==> config.mk <==
export PLATFORM = sky130hd
export DESIGN_NAME = chooser_arbiter
export DESIGN_NICKNAME = d
export VERILOG_FILES = /design/src/rtl/chooser_arbiter_pkg.sv /design/src/rtl/chooser.sv /design/src/rtl/chooser_arbiter.sv
export SDC_FILE = /design/constraint.sdc
export NUM_CORES = 1
export LEC_CHECK = 0
export CAP_MARGIN = 15
export CORE_MARGIN = 4
export CORE_UTILIZATION = 40
export CTS_BUF_LIST = sky130_fd_sc_hd__clkbuf_4 sky130_fd_sc_hd__clkbuf_8
export DETAILED_ROUTE_END_ITERATION = 10
export PLACE_DENSITY = 0.69
export SYNTH_ARGS = -nofsm -noshare
export SYNTH_HDL_FRONTEND = slang
export SYNTH_SLANG_ARGS = --single-unit
==> constraint.sdc <==
create_clock -name clk -period 2.6 [get_ports clk]
set_input_delay 0.65 -clock clk [delete_from_list [all_inputs] [get_ports clk]]
set_output_delay 0.65 -clock clk [all_outputs]
set_load 0.05 [all_outputs]
==> src/rtl/chooser_arbiter_pkg.sv <==
// Shared encodings for the two-requester round-robin arbiter: FSM states,
// one-hot grant codes and the default data width.
package chooser_arbiter_pkg;

  typedef enum logic [1:0] {
    ST_IDLE  = 2'd0,
    ST_GNT_A = 2'd1,
    ST_GNT_B = 2'd2
  } state_e;

  localparam logic [1:0] GNT_NONE = 2'b00;
  localparam logic [1:0] GNT_A    = 2'b01;
  localparam logic [1:0] GNT_B    = 2'b10;

  localparam int DEFAULT_WIDTH = 4;

  // Grant is a pure decode of the state register.
  function automatic logic [1:0] grant_of(input state_e st);
    logic [1:0] g;
    g = GNT_NONE;
    case (st)
      ST_GNT_A: g = GNT_A;
      ST_GNT_B: g = GNT_B;
      default:  g = GNT_NONE;
    endcase
    return g;
  endfunction

endpackage

==> src/rtl/chooser.sv <==
// Existing 4-bit 2:1 select: y follows a when s=0, b when s=1.
module chooser (
  input  logic [3:0] a,
  input  logic [3:0] b,
  input  logic       s,
  output logic [3:0] y
);

  assign y = s ? b : a;

endmodule

==> src/rtl/chooser_arbiter.sv <==
// Round-robin arbiter sharing one 2:1 data path between requesters A and B,
// with bounded bursts and a single registered valid/ready output stage.
module chooser_arbiter
  import chooser_arbiter_pkg::*;
#(
  parameter int WIDTH     = DEFAULT_WIDTH,
  parameter int MAX_BURST = 4
) (
  input  logic             clk,
  input  logic             rst,
  input  logic             a_valid,
  input  logic [WIDTH-1:0] a_data,
  output logic             a_ready,
  input  logic             b_valid,
  input  logic [WIDTH-1:0] b_data,
  output logic             b_ready,
  output logic             out_valid,
  output logic [WIDTH-1:0] out_data,
  input  logic             out_ready,
  output logic [1:0]       gnt
);

  localparam int CNT_W = $clog2(MAX_BURST) + 1;
  localparam logic [CNT_W-1:0] CNT_LAST = CNT_W'(MAX_BURST - 1);

  state_e             state_q, state_d;
  logic [CNT_W-1:0]   cnt_q, cnt_d;
  logic               last_q, last_d;   // 1 = B was served last
  logic               out_valid_q;
  logic [WIDTH-1:0]   out_data_q;

  logic               load_en;
  logic               sel;
  logic [WIDTH-1:0]   mux_y;
  logic               beat_a, beat_b, beat_any;
  logic               cur_valid, cur_beat, oth_valid, rel;
  state_e             other_state;

  assign load_en = !out_valid_q || out_ready;
  assign sel     = (state_q == ST_GNT_B);

  assign a_ready = (state_q == ST_GNT_A) && load_en;
  assign b_ready = (state_q == ST_GNT_B) && load_en;

  assign beat_a   = a_valid && a_ready;
  assign beat_b   = b_valid && b_ready;
  assign beat_any = beat_a || beat_b;

  assign gnt       = grant_of(state_q);
  assign out_valid = out_valid_q;
  assign out_data  = out_data_q;

  generate
    if (WIDTH == 4) begin : g_chooser
      chooser u_chooser (
        .a (a_data),
        .b (b_data),
        .s (sel),
        .y (mux_y)
      );
    end else begin : g_generic_sel
      assign mux_y = sel ? b_data : a_data;
    end
  endgenerate

  // Views of the currently granted requester, so both grant states share one path.
  assign cur_valid   = sel ? b_valid : a_valid;
  assign cur_beat    = sel ? beat_b  : beat_a;
  assign oth_valid   = sel ? a_valid : b_valid;
  assign other_state = sel ? ST_GNT_A : ST_GNT_B;
  assign rel         = !cur_valid || (cur_beat && (cnt_q == CNT_LAST));

  always_comb begin
    state_d = state_q;
    cnt_d   = cnt_q;
    last_d  = last_q;
    case (state_q)
      ST_IDLE: begin
        cnt_d = '0;
        if (a_valid && b_valid) begin
          state_d = last_q ? ST_GNT_A : ST_GNT_B;
        end else if (a_valid) begin
          state_d = ST_GNT_A;
        end else if (b_valid) begin
          state_d = ST_GNT_B;
        end
      end
      ST_GNT_A, ST_GNT_B: begin
        if (!rel) begin
          if (cur_beat) begin
            cnt_d = cnt_q + CNT_W'(1);
          end
        end else begin
          cnt_d  = '0;
          last_d = sel;
          if (oth_valid) begin
            state_d = other_state;
          end else if (cur_valid) begin
            state_d = state_q;
          end else begin
            state_d = ST_IDLE;
          end
        end
      end
      default: begin
        state_d = ST_IDLE;
        cnt_d   = '0;
      end
    endcase
  end

  always_ff @(posedge clk or posedge rst) begin
    if (rst) begin
      state_q <= ST_IDLE;
      cnt_q   <= '0;
      last_q  <= 1'b1;
    end else begin
      state_q <= state_d;
      cnt_q   <= cnt_d;
      last_q  <= last_d;
    end
  end

  // Output stage: load on any accepted beat, otherwise drain when consumed.
  always_ff @(posedge clk or posedge rst) begin
    if (rst) begin
      out_valid_q <= 1'b0;
      out_data_q  <= '0;
    end else if (beat_any) begin
      out_valid_q <= 1'b1;
      out_data_q  <= mux_y;
    end else if (out_valid_q && out_ready) begin
      out_valid_q <= 1'b0;
    end
  end

endmodule

Word-level counts from Yosys, hierarchy flattened
Index checks and enable logic that the tools add are counted.

Add/sub/neg operators: 1. Equal/unequal tests: 7. Multiplexer cells: 19. Reductions and logical operators: 17.

Operator list (count): $mux W2 (8); $mux W3 (3); $pmux W2 S2 (2); $logic_and A1 B1 Y1 (7); $ne A3 B3 Y1 const B (2); $mux W1 (5); $mux W4 (1); $ne A4 B4 Y1 const B (1); $add A3 B1 Y3 const B (1); $eq A3 B2 Y1 const B (1); $logic_or A1 B1 Y1 (3); $reduce_and A3 Y1 (1); $eq A2 B1 Y1 const B (1); $eq A2 B2 Y1 const B (1); $logic_not A1 Y1 (2); $logic_not A2 Y1 (1); $ne A2 B2 Y1 const B (1); $reduce_and A2 Y1 (1); $reduce_bool A2 Y1 (1); $reduce_or A2 Y1 (1).

Register bits: 11. Input bits: 13.

Longest topological paths before layout
Gate-level depths: netlist of run 1.

Word-level depth: 9. Mapped depth: 7.

Cells and area by module
A second synthesis of run 1 with hierarchy kept.

Cells, all modules: 72. Area, all modules: 759.5 um^2.

Modules (own cells, without submodules): chooser_arbiter (times used 1, cells each 68, area an instance 714.4 um^2); chooser (times used 1, cells each 4, area an instance 45.0 um^2).

Least setup slack after synthesis of run 1
OpenSTA, ideal clock, no wires.

Kind: register to output. Start point: register state_q[0]. End point: output port b_ready. Arrival: 1.535 ns. Path slack: 0.415 ns. Stages on the path, launching flop included: 6. Path buffers: 1. Cells stage by stage: dfrtp_1 > inv_1 > ha_1 > buf_6 > inv_1 > nor2_1.

Cells in the longest elaborated chain, start to end: 2.

RTL lines: start: declaration (RTL line chooser_arbiter.sv:26) `state_e state_q, state_d;`; start signal: assignment (RTL line chooser_arbiter.sv:118) `state_q <= state_d;`; $eq A2 B2 Y1; via g_chooser.u_chooser.s (RTL line chooser.sv:5) `input logic s,`; $logic_and A1 B1 Y1 (RTL line chooser_arbiter.sv:43) `assign b_ready = (state_q == ST_GNT_B) && load_en;`; end: declaration (RTL line chooser_arbiter.sv:16) `output logic b_ready,`.

The timed path passes the listed nets, and every way through them passes these cells.

Worst setup path in the final report of run 1
Start point: register state_q[0]. End point: output port b_ready.

Cells in the longest elaborated chain, start to end: 2.

RTL lines (RTL line): $eq A2 B2 Y1 (chooser_arbiter.sv:43); $logic_and A1 B1 Y1 (chooser_arbiter.sv:43).

Every way passes these cells.

==> results of run 1 <==
## metal layers
layer | GRT usage, % | up-vias | part of all wire, %
met5 | 0 | - | 0
met4 | 5.677 | 0 | 0
met3 | 4.665 | 0 | 8.2
met2 | 22.46 | 22 | 47
met1 | 13.74 | 292 | 44
li1 | - | 327 | -
## report_power, final
part / total [W] / internal (W) / switching, W
Combinational: 0.000768 / 0.000306 / 0.000462
Clock: 0.000123 / 0.0000697 / 0.0000535
Sequential: 0.000284 / 0.000239 / 0.0000452
Total: 0.00118 / 0.000615 / 0.000561
## final cells by class
cell class / count / share of cell area, %
Clock buffer: 4 / 2.934
Inverter: 8 / 2.934
Multi-Input combinational cell: 59 / 41.08
Sequential cell: 11 / 27.02
Tap cell: 25 / 3.056
Timing Repair Buffer: 22 / 22.98
## cell usage in the layout (no fill, tap or decap)
| cell type | n |
|---|---|
| a32o_1 | 2 |
| a21boi_0 | 1 |
| a31oi_1 | 1 |
| and2_1 | 1 |
| a311o_2 | 1 |
| nand3_1 | 2 |
| mux2i_1 | 6 |
| buf_4 | 2 |
| clkbuf_4 | 4 |
| nand2b_1 | 2 |
| or2b_1 | 1 |
| and4b_2 | 1 |
| dfrtp_1 | 10 |
| nand3b_1 | 1 |
| dfstp_2 | 1 |
| nor2_1 | 10 |
| nand2_2 | 1 |
| buf_12 | 2 |
| inv_1 | 8 |
| a211o_1 | 2 |
| a31o_1 | 1 |
| o211ai_1 | 2 |
| o21ai_0 | 2 |
| and4bb_1 | 1 |
| nand2_1 | 5 |
| nor2b_1 | 1 |
| clkdlybuf4s50_1 | 18 |
| ha_1 | 7 |
| a21oi_1 | 8 |
## final timing paths
kind | start | end | slack [ns] | cells after the start
hold reg to reg | cnt_q[2]$_DFFE_PP0P_ | cnt_q[2]$_DFFE_PP0P_ | 0.53 | 2
setup reg to reg | state_q[0]$_DFFE_PP0P_ | state_q[1]$_DFFE_PP0P_ | 0.52 | 6
hold / removal | cnt_q[2]$_DFFE_PP0P_ | cnt_q[2]$_DFFE_PP0P_ | 0.53 | 2
setup / recovery | state_q[0]$_DFFE_PP0P_ | b_ready | 0.17 | 5
min in group asynchronous | rst | out_data[3]$_DFFE_PP0P_ | 0.66 | 2
max in group asynchronous | rst | last_q$_DFFE_PP1P_ | 1.61 | 2
## through the flow
step                      instance area [um2]  utilization [%]  hold WS [ns]  std cells
final                                    1023            58.01        0.5266        129
after CTS                                1023            58.01        0.5335        129
after global routing                     1023            58.01        0.5834        129
after global placement                  993.5            56.31        0.5161        125
after detailed placement                993.5            56.31        0.5174        125
after floorplan                         753.2                -        0.4862         81
## kinds of logic after synthesis
| family | after synthesis | synth area share [%] |
|---|---|---|
| compound gates | 20 | 18.11 |
| fa+ha+maj | 7 | 11.63 |
| buf+inv | 11 | 7.475 |
| flops | 11 | 36.71 |
| mux | 6 | 7.974 |
| simple gates | 26 | 18.11 |
## worst register-to-register path, cell delays in order, from the launching register on
cell and delay (ns):
dfrtp_1 0.42, inv_1 0.08, ha_1 0.39, nand3b_1 0.27, a211o_1 0.36, a31o_1 0.25, a32o_1 0.20
## state kept, by name, summed over array words and instances (netlist names)
name,count
out_data,4
state_q,2
cnt_q,3
out_valid,1
last_q,1
==> impl_metrics.json, run 1 <==
{
  "synth.top_cell.area_share_pct": 33.22,
  "wl_mm": 1.490,
  "ys_types": 27,
  "cts_made_buffers": 3,
  "clk_pin_slew_ns": 0.07,
  "fin_crit_sh_pct": 93.62,
  "postRouteAntennaNets": 0,
  "synth_edf_count": 0,
  "core_area_um2": 1764,
  "cts.repair.resized": 0,
  "drv_cap": 0,
  "cts_setup_buffers": 0,
  "required_ns": 1.95,
  "multi_input_area_um2": 420.4,
  "layout_setup_ws_ns": 0.1660,
  "cpMostUsedCell": "inv_1",
  "die_area_um2": 2641,
  "grt_pass1_wl_mm": 2.539,
  "syn_avg_cell_area_um2": 9.299,
  "cpMaxStageDelayCell": "ha_1",
  "die_x_um": 51.40,
  "min_path_type": "reg2reg",
  "critPathBufInv": 3,
  "worst_pin_slew_ns": 0.5214,
  "drt-vias-per-instance": 4.969,
  "portBuffers": 21,
  "seq_area_um2": 276.5,
  "max_stage_delay_ns": 0.49,
  "cts_buffer_depth": 2,
  "cts_root_buffer": "clkbuf_4",
  "finalHoldViolations": 0,
  "grt_pass1_vias": 667,
  "path_delay_family": "adder cells",
  "drtPass1Iterations": 2,
  "cts_hold_buf": 0,
  "num_antenna_cells": 0,
  "finalSetupTns_ns": 0,
  "syn_nets": 101,
  "grt_max_degree": 14,
  "track_usage_pct": 12.87,
  "clock-sinks": 11,
  "yosys-top-cells-area": "dfrtp_1 33%, ha_1 12%, mux2i_1 8.0%, a21oi_1 5.3%, nor2_1 5.0%",
  "synth_largest_area_cell": "dfrtp_1",
  "ys_ff_latch": 11,
  "syn-cell-area_um2": 753.2,
  "clk_latency_ns": 0.26,
  "crit_type": "reg2out",
  "cp_max_fo": 13,
  "wl_per_cell_um": 11.55,
  "fin_skew_ns": 0.003475,
  "startpoint_type": "flip-flop",
  "synthArstFlopShare_pct": 100.0,
  "crit_arrival_ns": 1.78,
  "clock.fmax_ghz": 0.4108,
  "p_per_area_nw_per_um2": 1148,
  "end_kind": "output pin",
  "drt_iter0_drc": 3,
  "slew_viol_final": 0,
  "via_count": 641,
  "grt_antenna_before_repair": 0,
  "drc": 0,
  "grt-ovfl-total": 0,
  "synth_commonest_cells": "10 x dfrtp_1, 10 x nor2_1, 8 x a21oi_1, 8 x inv_1, 7 x ha_1",
  "dp_slack_ns": 0.2349,
  "totalPowerFinal_w": 0.001175,
  "yosysSeqAreaShare_pct": 36.71,
  "cts_tree": "yes",
  "drive_above_1_share_pct": 11.54,
  "relSlewSlack_pct": 65.24,
  "layout_min_cycle_time_ns": 2.434,
  "synth_top_flop_cell": "dfrtp_1",
  "synth_warnings": 0,
  "gp_congestion": 0.8590,
  "crit_chain": "inv_1 > ha_1 > inv_1 > nor2_1 > buf_12",
  "initial_core_util_pct": 42.70,
  "rows": 15,
  "setup_viol": 0,
  "nets": 125,
  "fillers": 165,
  "io_pins": 22,
  "syn_to_final_growth_pct": 35.88,
  "status": "completed",
  "syn_inst": 81,
  "die_h_um": 51.40,
  "p_leak_nw": 0.4486,
  "dp_hpwl_mm": 1.206,
  "htreeDepth": 1,
  "ir_drop_mv": 0.6488,
  "rsz0062_at_grt": "no"
}
No activity file was read; power rests on OpenSTA's default activity.
==> run 2, diff against run 1 <==
--- a/config.mk
+++ b/config.mk
@@ -11,6 +11,7 @@
 export CTS_BUF_LIST = sky130_fd_sc_hd__clkbuf_4 sky130_fd_sc_hd__clkbuf_8
 export DETAILED_ROUTE_END_ITERATION = 10
 export PLACE_DENSITY = 0.69
+export SLEW_MARGIN = 40
 export SYNTH_ARGS = -nofsm -noshare
 export SYNTH_HDL_FRONTEND = slang
 export SYNTH_SLANG_ARGS = --single-unit
==> results of run 2 <==
Same layout as run 1: the final DEF is identical, and so are final timing and power.
